$ cat src/rtl/regfile_alu_sequencer.sv
// regfile_alu_sequencer
// Buffers encoded datapath instructions in a small FIFO and decodes them,
// one per cycle at most, into the registered regfile/ALU control bundle
// (rs, rd, opcode, one-hot re, ri, fe, imm).
// Handles a datapath stall, a two-word immediate form, HALT/resume and a
// synchronous flush.
// Optional feature macro: ISSUE_COUNT_EN adds the 16-bit issue_count output.
module regfile_alu_sequencer #(
  parameter int DEPTH  = 4,
  parameter int WORD_W = 20
) (
  input  logic              clk,
  input  logic              rst,
  input  logic              in_valid,
  input  logic [WORD_W-1:0] in_word,
  output logic              in_ready,
  input  logic              stall,
  input  logic              flush,
  input  logic              resume,
  output logic [3:0]        rs,
  output logic [3:0]        rd,
  output logic [4:0]        opcode,
  output logic [15:0]       re,
  output logic              ri,
  output logic              fe,
  output logic [15:0]       imm,
  output logic              issue_valid,
`ifdef ISSUE_COUNT_EN
  output logic [15:0]       issue_count,
`endif
  output logic              halted
);

  localparam int AW = (DEPTH > 1) ? $clog2(DEPTH) : 1;
  localparam int CW = AW + 1;
  localparam logic [4:0] OP_HALT = 5'b11111;

  // Field layout of the first instruction word
  typedef struct packed {
    logic [4:0] opcode;
    logic       ri;
    logic       fe;
    logic       rsvd;
    logic [3:0] wr;
    logic [3:0] rd;
    logic [3:0] rs;
  } instr_t;

  typedef enum logic [1:0] {
    S_IDLE,
    S_WAIT_IMM,
    S_HALTED
  } state_t;

  // ---------------------------------------------------------------------
  // FIFO storage and bookkeeping
  // ---------------------------------------------------------------------
  logic [WORD_W-1:0] mem [DEPTH];
  logic [AW-1:0]     wr_ptr, rd_ptr;
  logic [CW-1:0]     count;
  logic              empty, full, push, pop;
  instr_t            head;

  assign empty    = (count == '0);
  assign full     = (count == CW'(DEPTH));
  assign in_ready = !full;
  // A push while full is refused even if a pop happens on the same edge.
  assign push     = in_valid && !full;
  assign head     = instr_t'(mem[rd_ptr]);

  // ---------------------------------------------------------------------
  // Sequencer FSM and decode signals
  // ---------------------------------------------------------------------
  state_t state, next_state;
  instr_t word0_q;     // first word held while waiting for the extension
  logic   latch_en;
  logic   do_issue;
  instr_t issue_word;
  logic [15:0] issue_imm;
  logic [15:0] re_dec;

  // Pointer/count update; flush empties the FIFO and drops any push
  always_ff @(posedge clk or negedge rst) begin
    // NOTE: sequential state uses non-blocking assignments so every flop
    // samples pre-edge values regardless of block ordering.
    if (!rst) begin
      wr_ptr <= '0;
      rd_ptr <= '0;
      count  <= '0;
    end else if (flush) begin
      wr_ptr <= '0;
      rd_ptr <= '0;
      count  <= '0;
    end else begin
      if (push) wr_ptr <= wr_ptr + AW'(1);
      if (pop)  rd_ptr <= rd_ptr + AW'(1);
      case ({push, pop})
        2'b10:   count <= count + CW'(1);
        2'b01:   count <= count - CW'(1);
        default: count <= count;
      endcase
    end
  end

  // Storage write; entries are only read after being written
  always_ff @(posedge clk) begin
    // NOTE: the storage array has no reset; count/pointers already mark
    // every entry invalid, so clearing it would only cost reset fan-out.
    if (push && !flush) mem[wr_ptr] <= in_word;
  end

  // Next-state, pop and issue decisions
  always_comb begin
    // NOTE: every output of this block gets a default first so no path
    // leaves a signal unassigned, which would infer a latch.
    next_state = state;
    pop        = 1'b0;
    do_issue   = 1'b0;
    latch_en   = 1'b0;
    issue_word = head;
    issue_imm  = 16'h0000;
    case (state)
      S_IDLE: begin
        if (!empty && !stall) begin
          pop = 1'b1;
          if (head.opcode == OP_HALT) begin
            next_state = S_HALTED;
          end else if (head.ri) begin
            latch_en   = 1'b1;
            next_state = S_WAIT_IMM;
          end else begin
            do_issue = 1'b1;
          end
        end
      end
      S_WAIT_IMM: begin
        if (!empty && !stall) begin
          pop        = 1'b1;
          do_issue   = 1'b1;
          issue_word = word0_q;
          issue_imm  = mem[rd_ptr][15:0];
          next_state = S_IDLE;
        end
      end
      S_HALTED: begin
        if (resume) next_state = S_IDLE;
      end
      default: next_state = S_IDLE;
    endcase
  end

  // One-hot write enable; writes to R0 are suppressed
  always_comb begin
    re_dec = 16'h0000;
    if (issue_word.wr != 4'd0) re_dec = 16'h0001 << issue_word.wr;
  end

  // State register and word0 latch
  always_ff @(posedge clk or negedge rst) begin
    if (!rst) begin
      state   <= S_IDLE;
      word0_q <= '0;
    end else if (flush) begin
      state   <= S_IDLE;
      word0_q <= '0;
    end else begin
      state <= next_state;
      if (latch_en) word0_q <= head;
    end
  end

  // Registered control bundle: valid for exactly the cycle after the decision
  always_ff @(posedge clk or negedge rst) begin
    if (!rst) begin
      rs          <= '0;
      rd          <= '0;
      opcode      <= '0;
      re          <= '0;
      ri          <= 1'b0;
      fe          <= 1'b0;
      imm         <= '0;
      issue_valid <= 1'b0;
    end else if (flush || !do_issue) begin
      rs          <= '0;
      rd          <= '0;
      opcode      <= '0;
      re          <= '0;
      ri          <= 1'b0;
      fe          <= 1'b0;
      imm         <= '0;
      issue_valid <= 1'b0;
    end else begin
      rs          <= issue_word.rs;
      rd          <= issue_word.rd;
      opcode      <= issue_word.opcode;
      re          <= re_dec;
      ri          <= issue_word.ri;
      fe          <= issue_word.fe;
      imm         <= issue_imm;
      issue_valid <= 1'b1;
    end
  end

  assign halted = (state == S_HALTED);

`ifdef ISSUE_COUNT_EN
  // Count of issued instructions (R0 writes included, HALT excluded)
  always_ff @(posedge clk or negedge rst) begin
    if (!rst)          issue_count <= '0;
    else if (flush)    issue_count <= '0;
    else if (do_issue) issue_count <= issue_count + 16'd1;
  end
`endif

  // Bit 12 of word0 and ext[19:16] carry no meaning
  logic unused_bits;
  assign unused_bits = issue_word.rsvd ^ (^mem[rd_ptr][WORD_W-1:16]);

endmodule

$ cat config.mk
export PLATFORM = sky130hd
export DESIGN_NAME = regfile_alu_sequencer
export DESIGN_NICKNAME = d
export VERILOG_FILES = /design/src/rtl/regfile_alu_sequencer.sv
export SDC_FILE = /design/constraint.sdc
export NUM_CORES = 1
export LEC_CHECK = 0
export BUFFER_PORTS_ARGS = -buffer_cell sky130_fd_sc_hd__buf_4
export CAP_MARGIN = 20
export CELL_PAD_IN_SITES_DETAIL_PLACEMENT = 1
export CELL_PAD_IN_SITES_GLOBAL_PLACEMENT = 2
export CORE_MARGIN = 5
export CORE_UTILIZATION = 41
export DETAILED_ROUTE_END_ITERATION = 16
export PLACE_DENSITY_LB_ADDON = 0.1
export SYNTH_ARGS = -nofsm -noshare
export SYNTH_HDL_FRONTEND = slang
export SYNTH_SLANG_ARGS = --single-unit
$ cat constraint.sdc
create_clock -name clk -period 3.1 [get_ports clk]
set_clock_uncertainty 0.15 [all_clocks]
set_input_delay 0.155 -clock clk [delete_from_list [all_inputs] [get_ports clk]]
set_output_delay 0.155 -clock clk [all_outputs]
set_load 0.005 [all_outputs]
==> out/qor.csv, run 1 <==
stage,metric,value,unit
run_status,outcome,finished clean,
floorplanning,DIE HEIGHT,131,µm
placed_design,gpl congestion,0.782,
worst_setup_path,worst r2r dst,word0_q[1],
yosys,asr flop ratio synth,48.7,%
placed_design,IO Port Bufs,75,
grt,gr usage total,16.3,%
yosys,Yosys reg bits,156,
clock_tree,root buffer cell,clkbuf_16,
layout,"commonest non-fill, non-tap cells in the layout","91 x buf_4, 80 x edfxtp_1, 76 x dfrtp_1",
detailed_routing,post-route ant nets,0,
detailed_routing,WL final,13300,µm
timing,Slew headroom,53.9,%
worst_setup_path,reg2reg setup slack,0.24,ns
clock_tree,Num CTS Buffers,17,
detailed_routing,wire per inst,18.9,µm
worst_setup_path,CP arrival,3.01,ns
power_and_ir_drop,PwrDens,727,nW/µm²
floorplanning,Core ar.,14500,µm²
placed_design,HPWL Detailed,8600,µm
layout,multi-input logic area,1610,µm²
yosys,Syn Inst Count,389,
power_and_ir_drop,P_leak,3.24,nW
yosys,Synth Net Count,420,
detailed_routing,DRT Pass-1 Iters,4,
floorplanning,I/O Pins,76,
layout,"most common cell after layout, fill and taps aside",buf_4,
timing,Setup TNS,0,ns
yosys,register area share after synthesis,71.3,%
timing,Final Hold Fails,0,
floorplanning,Starting Density,41.7,%
worst_setup_path,Worst Path Max Fanout,19,
floorplanning,die width,131,µm
hold_path,type of the tightest min-delay check,in2async,
worst_setup_path,Worst setup EP type,flip-flop,
timing,fin. max-slew vios,0,
power_and_ir_drop,total power,0.00560,W
worst_setup_path,Reg-to-Reg Start,rd_ptr[0],
run,Max Cap Viol,0,
floorplanning,full die area,17200,µm²
clock_tree,clk sink count,156,
layout,area added between synthesis and finish,27.6,%
yosys,number of synthesized flops with an enable pin,80,
timing,period utilisation layout,92.3,%
grt,overflow left after global routing,0,
floorplanning,Core Rows,44,
layout,"Core Util, Final",53.2,%
worst_setup_path,R2R cell count,6,
yosys,Ys Warns,0,
layout,layout cells sized above 1,27.1,%
timing,Setup-failing EPs final,0,
clock_tree,clk buf depth,2,
clock_tree,H-tree depth,4,
clock_tree,clock latency on the worst-skew pair,0.42,ns
timing,worst-margin pin slew,0.686,ns
detailed_routing,# DRC,0,
timing,Final min period,2.86,ns
yosys,Mapped Area,6030,µm²
timing,Fmax,0.349,GHz
clock_tree,setup bufs post-CTS,0,
yosys,Syn Area/Cell,15.5,µm²
grt,maximum number of pins on one net before global-route repair,77,
yosys,"Top FF cell, synth",edfxtp_1,
layout,Reg area,4300,µm²
layout,Fill cells,1399,
clock_tree,"Clk pin slew, worst setup/hold paths",0.06,ns
grt,first-pass GRT wire length,21900,µm
layout,nets,538,
worst_setup_path,Critical Path RT,3.24,ns
worst_setup_path,crit path launch type,flip-flop,
worst_setup_path,Crit Path Class,reg2reg,
grt,vias in the first global route,3933,
grt,initial antenna violation count,0,
yosys,Unique masters post-synth,42,
layout,Antenna diodes,0,
detailed_routing,Via Count,3574,
clock_tree,TritonCTS clock tree,done,
timing,unrepaired setup endpoints after global routing,false,
power_and_ir_drop,worst vdd ir,0.786,mV
detailed_routing,routed vias/inst,5.08,
detailed_routing,DRT iter0 DRCs,244,
## per-layer routing
metal	up-vias	share of wire [%]	routed length [µm]	track usage (%)
li1	1662	-	-	-
met1	1822	45	5970	21.6
met2	68	49	6490	25.5
met3	22	4.3	574	4.55
met4	0	2.0	264	6.86
met5	-	0	0	0
## power by group
group,leakage (nW),switching (W),internal [W]
Clock,0.263,0.000819,0.00113
Sequential,1.78,0.000113,0.00235
Combinational,1.20,0.000653,0.000530
## area by class of cell
cell class	instances	share of cell area (%)
sequential	156	55.9
timing repair buffer	117	12.5
inverter	9	0.439
tap	184	2.99
clock inverter	12	1.48
clock buffer	20	5.80
multi-input combinational	206	20.9
## flip-flops by register name (all words and copies together), names as in the netlist
name	count
rd	4
mem	80
issue_valid	1
rs	4
ri	1
count	3
fe	1
state	2
opcode	5
re	16
imm	16
rd_ptr	2
word0_q	19
wr_ptr	2
## synth_stat cells (all sizes together), types with 2 or more instances
cell type,n,area [µm²]
dfrtp,76,1900
xnor2,2,17.5
a31oi,4,25.0
mux2i,19,190
nor3,14,70.1
or3b,2,17.5
nor2,37,139
mux4,20,480
and3,19,119
nand3,3,15.0
edfxtp,80,2400
buf,7,58.8
and2,6,40.0
clkbuf,11,41.3
xor2,3,26.3
or3,2,12.5
inv,9,33.8
a21oi,17,85.1
a32oi,3,26.3
nand2,35,131
ha,4,50.1
## what timing repair did
action	CTS	global route
gates resized for setup	0	0
endpoints found under the hold margin	189	0
hold buffers	25	0
## logic make-up after synthesis
kind of cell / synth area share, %
AOI/OAI and AO/OA: 3.61
xor gates and xnor gates: 0.726
adders and majority gates: 1.16
buffers and inverters: 2.22
DFF: 71.3
muxes: 11.3
other: 0.0622
and+or+nand+nor: 9.58
## critical path: stages (launching register included)
cell	delay (ns)
dfrtp_1	0.57
mux4_1	0.71
and3_1	0.28
a2111oi_4	0.32
buf_4	0.38
mux2i_1	0.25
nor2_1	0.06
## worst max path at each step
| stage | startpoint | to | cells after the start |
|---|---|---|---|
| 6_report | rd_ptr[0] | word0_q[1] | 6 |
| 5_1_grt | rd_ptr[0] | word0_q[1] | 6 |
| 4_1_cts | rd_ptr[0] | word0_q[1] | 6 |
| 3_5_place_dp | rd_ptr[0] | word0_q[1] | 6 |
| 3_3_place_gp | rd_ptr[0] | word0_q[4] | 6 |
| 2_1_floorplan | rd_ptr[0] | word0_q[11] | 8 |
## through the flow
stage	hold slack [ns]	setup WS [ns]	cells	area, µm²
after floorplan	-0.291	0.636	389	6030
after global placement	0.203	0.354	646	6860
after CTS	0.304	0.214	703	7670
final	0.0772	0.239	704	7700
after global routing	0.128	0.0892	704	7700
after detailed placement	0.208	0.245	646	6860
Power figures use the tool's default switching activity.
==> run 2, diff against run 1 <==
--- a/config.mk
+++ b/config.mk
@@ -13,5 +13,6 @@
 export CORE_UTILIZATION = 41
 export DETAILED_ROUTE_END_ITERATION = 16
-export PLACE_DENSITY_LB_ADDON = 0.1
+export HOLD_SLACK_MARGIN = 0.03
+export PLACE_DENSITY = 0.86
 export SYNTH_ARGS = -nofsm -noshare
 export SYNTH_HDL_FRONTEND = slang
==> constraint.sdc (replaced) <==
create_clock -name clk -period 3.1 [get_ports clk]
set_clock_uncertainty 0.15 [all_clocks]
set_input_delay 0.31 -clock clk [delete_from_list [all_inputs] [get_ports clk]]
set_output_delay 0.31 -clock clk [all_outputs]
set_load 0.005 [all_outputs]
==> run 2 against run 1 <==
Net effect:
- first-iteration DRC count fell by 13%
- critical path type unchanged
- wire length increased by 4.7%
- largest cell class unchanged
- sequential share of layout area increased by 0.14 points
- final cell count shrank 0.57%
- global-route usage is 0.49 points higher
- critical path depth is 1 higher
- total power increased by 1.6%
- clock power rose by 4%
==> out/qor.csv, run 2 (synthesis gave the netlist of run 1 again) <==
stage,metric,value,unit
placed_design,IO Port Bufs,75,
detailed_routing,DRT iter0 DRCs,212,
clock_tree,H-tree depth,4,
timing,Slew headroom,47.4,%
timing,fin. max-slew vios,0,
layout,"commonest non-fill, non-tap cells in the layout","90 x buf_4, 80 x edfxtp_1, 76 x dfrtp_1",
layout,Finished Layout Cells,700,
detailed_routing,routed vias/inst,5.16,
clock_tree,root buffer cell,clkbuf_16,
worst_setup_path,CP arrival,3.01,ns
floorplanning,Starting Density,41.7,%
detailed_routing,DRT Pass-1 Iters,4,
clock_tree,clk sink count,156,
grt,gr usage total,16.8,%
timing,unrepaired setup endpoints after global routing,false,
hold_path,type of the tightest min-delay check,in2async,
clock_tree,setup bufs post-CTS,0,
timing,Final Hold Fails,0,
timing,Fmax,0.348,GHz
power_and_ir_drop,total power,0.00569,W
worst_setup_path,WP buf/inv,2,
worst_setup_path,"Slowest-stage cell, CP",mux4_2,
power_and_ir_drop,P_leak,3.24,nW
worst_setup_path,CP cell instances,buf_4 > mux4_2 > and2_4 > a2111oi_4 > buf_4 > mux2i_1 > nor2_1,
worst_setup_path,"delay-heaviest family, CP",multiplexers,
layout,Largest Register,mem,
clock_tree,Num CTS Buffers,17,
floorplanning,DIE HEIGHT,131,µm
grt,vias in the first global route,3974,
clock_tree,clock latency on the worst-skew pair,0.43,ns
worst_setup_path,Worst Path Max Fanout,19,
layout,Fill cells,1399,
detailed_routing,WL final,13900,µm
detailed_routing,post-route ant nets,0,
run_status,outcome,finished clean,
worst_setup_path,Critical Path RT,3.24,ns
placed_design,placed insts,645,
clock_tree,clk buf depth,2,
clock_tree,TritonCTS clock tree,done,
layout,"most common cell after layout, fill and taps aside",buf_4,
detailed_routing,Via Count,3610,
timing,Setup TNS,0,ns
clock_tree,# resized after CTS,0,
layout,nets,534,
run,Max Cap Viol,0,
placed_design,DP Area,6850,µm²
clock_tree,"Clk pin slew, worst setup/hold paths",0.07,ns
layout,max reg flops,80,
layout,Antenna diodes,0,
layout,Top Registers,"mem x80, word0_q x19",
floorplanning,Core Rows,44,
worst_setup_path,Worst setup EP type,flip-flop,
worst_setup_path,Crit Path Class,reg2reg,
grt,initial antenna violation count,0,
floorplanning,full die area,17200,µm²
worst_setup_path,Crit path largest cell delay,0.55,ns
detailed_routing,# DRC,0,
layout,layout cells sized above 1,27.5,%
floorplanning,Core ar.,14500,µm²
floorplanning,die width,131,µm
floorplanning,I/O Pins,76,
worst_setup_path,CP dominant cell by count,buf_4,
timing,Final min period,2.87,ns
power_and_ir_drop,worst vdd ir,0.403,mV
timing,Setup-failing EPs final,0,
grt,overflow left after global routing,0,
grt,maximum number of pins on one net before global-route repair,77,
layout,"Design Area, Final",7680,µm²
detailed_routing,wire per inst,19.9,µm
timing,worst-margin pin slew,0.784,ns
placed_design,HPWL Detailed,9140,µm
timing,worst hold slack,0.0848,ns
power_and_ir_drop,PwrDens,741,nW/µm²
timing,period utilisation layout,92.7,%
grt,first-pass GRT wire length,22500,µm
worst_setup_path,crit path launch type,flip-flop,
layout,area added between synthesis and finish,27.3,%
placed_design,gpl congestion,0.763,
## run 2: changes by cell type in the layout (fill, tap and decap cells not counted)
cell	change
buf_4	-1
clkinvlp_4	-2
inv_6	+4
clkbuf_1	-2
dlygate4sd3_1	-3
inv_8	+3
clkbuf_8	-1
clkinv_2	-1
clkinv_4	-1
## run 2: cell type report
cell class / count / area [µm²] / area share, %
multi-input combinational: 206 / 1610 / 20.9
inverter: 9 / 33.8 / 0.440
timing repair buffer: 113 / 923 / 12.0
clock buffer: 17 / 425 / 5.54
sequential: 156 / 4300 / 56.1
tap: 184 / 230 / 3.00
clock inverter: 15 / 154 / 2.00
## run 2: worst register-to-register path: cells and delay by family (launching register included)
| kind | cells | cell delay (ns) |
|---|---|---|
| muxes | 2 | 0.82 |
| DFF | 1 | 0.53 |
| and+or+nand+nor | 2 | 0.26 |
| AOI/OAI and AO/OA | 1 | 0.35 |
| buffers and inverters | 2 | 0.63 |
## run 2: path summary, 6_finish.rpt
check | start | endpoint | slack [ns] | cells after the start
min in group clk | flush | wr_ptr[0] | 0.14 | 2
min | rst | imm[12] | 0.08 | 2
max in group asynchronous | rst | ri | 2.15 | 3
min reg2reg | word0_q[7] | word0_q[7] | 0.38 | 2
max | rd_ptr[0] | word0_q[19] | 0.23 | 7
max reg2reg | rd_ptr[0] | word0_q[19] | 0.23 | 7
## run 2: what timing repair did
action / in CTS / in global routing
endpoints found under the setup margin: 0 / 0
endpoints found under the hold margin: 157 / 0
hold buffers: 22 / 0
## run 2: per-layer routing
metal | vias to the layer above | GRT usage (%) | part of all wire (%)
met4 | 0 | 5.14 | 1.2
met2 | 70 | 27.8 | 51
met3 | 13 | 4.93 | 4.1
li1 | 1654 | - | -
met1 | 1873 | 21.5 | 43
met5 | - | 0 | 0
## run 2: power breakdown
part | internal, W | switching [W]
registers | 0.00235 | 0.000108
logic | 0.000525 | 0.000674
clock network | 0.00114 | 0.000893
## run 2: stage by stage
| stage | setup WS (ns) | util [%] |
|---|---|---|
| detailed placement | 0.281 | 47.3 |
| floorplan | 0.636 | - |
| global route | 0.116 | 53.0 |
| global placement | 0.410 | 47.3 |
| finish | 0.227 | 53.0 |
| CTS | 0.238 | 52.8 |
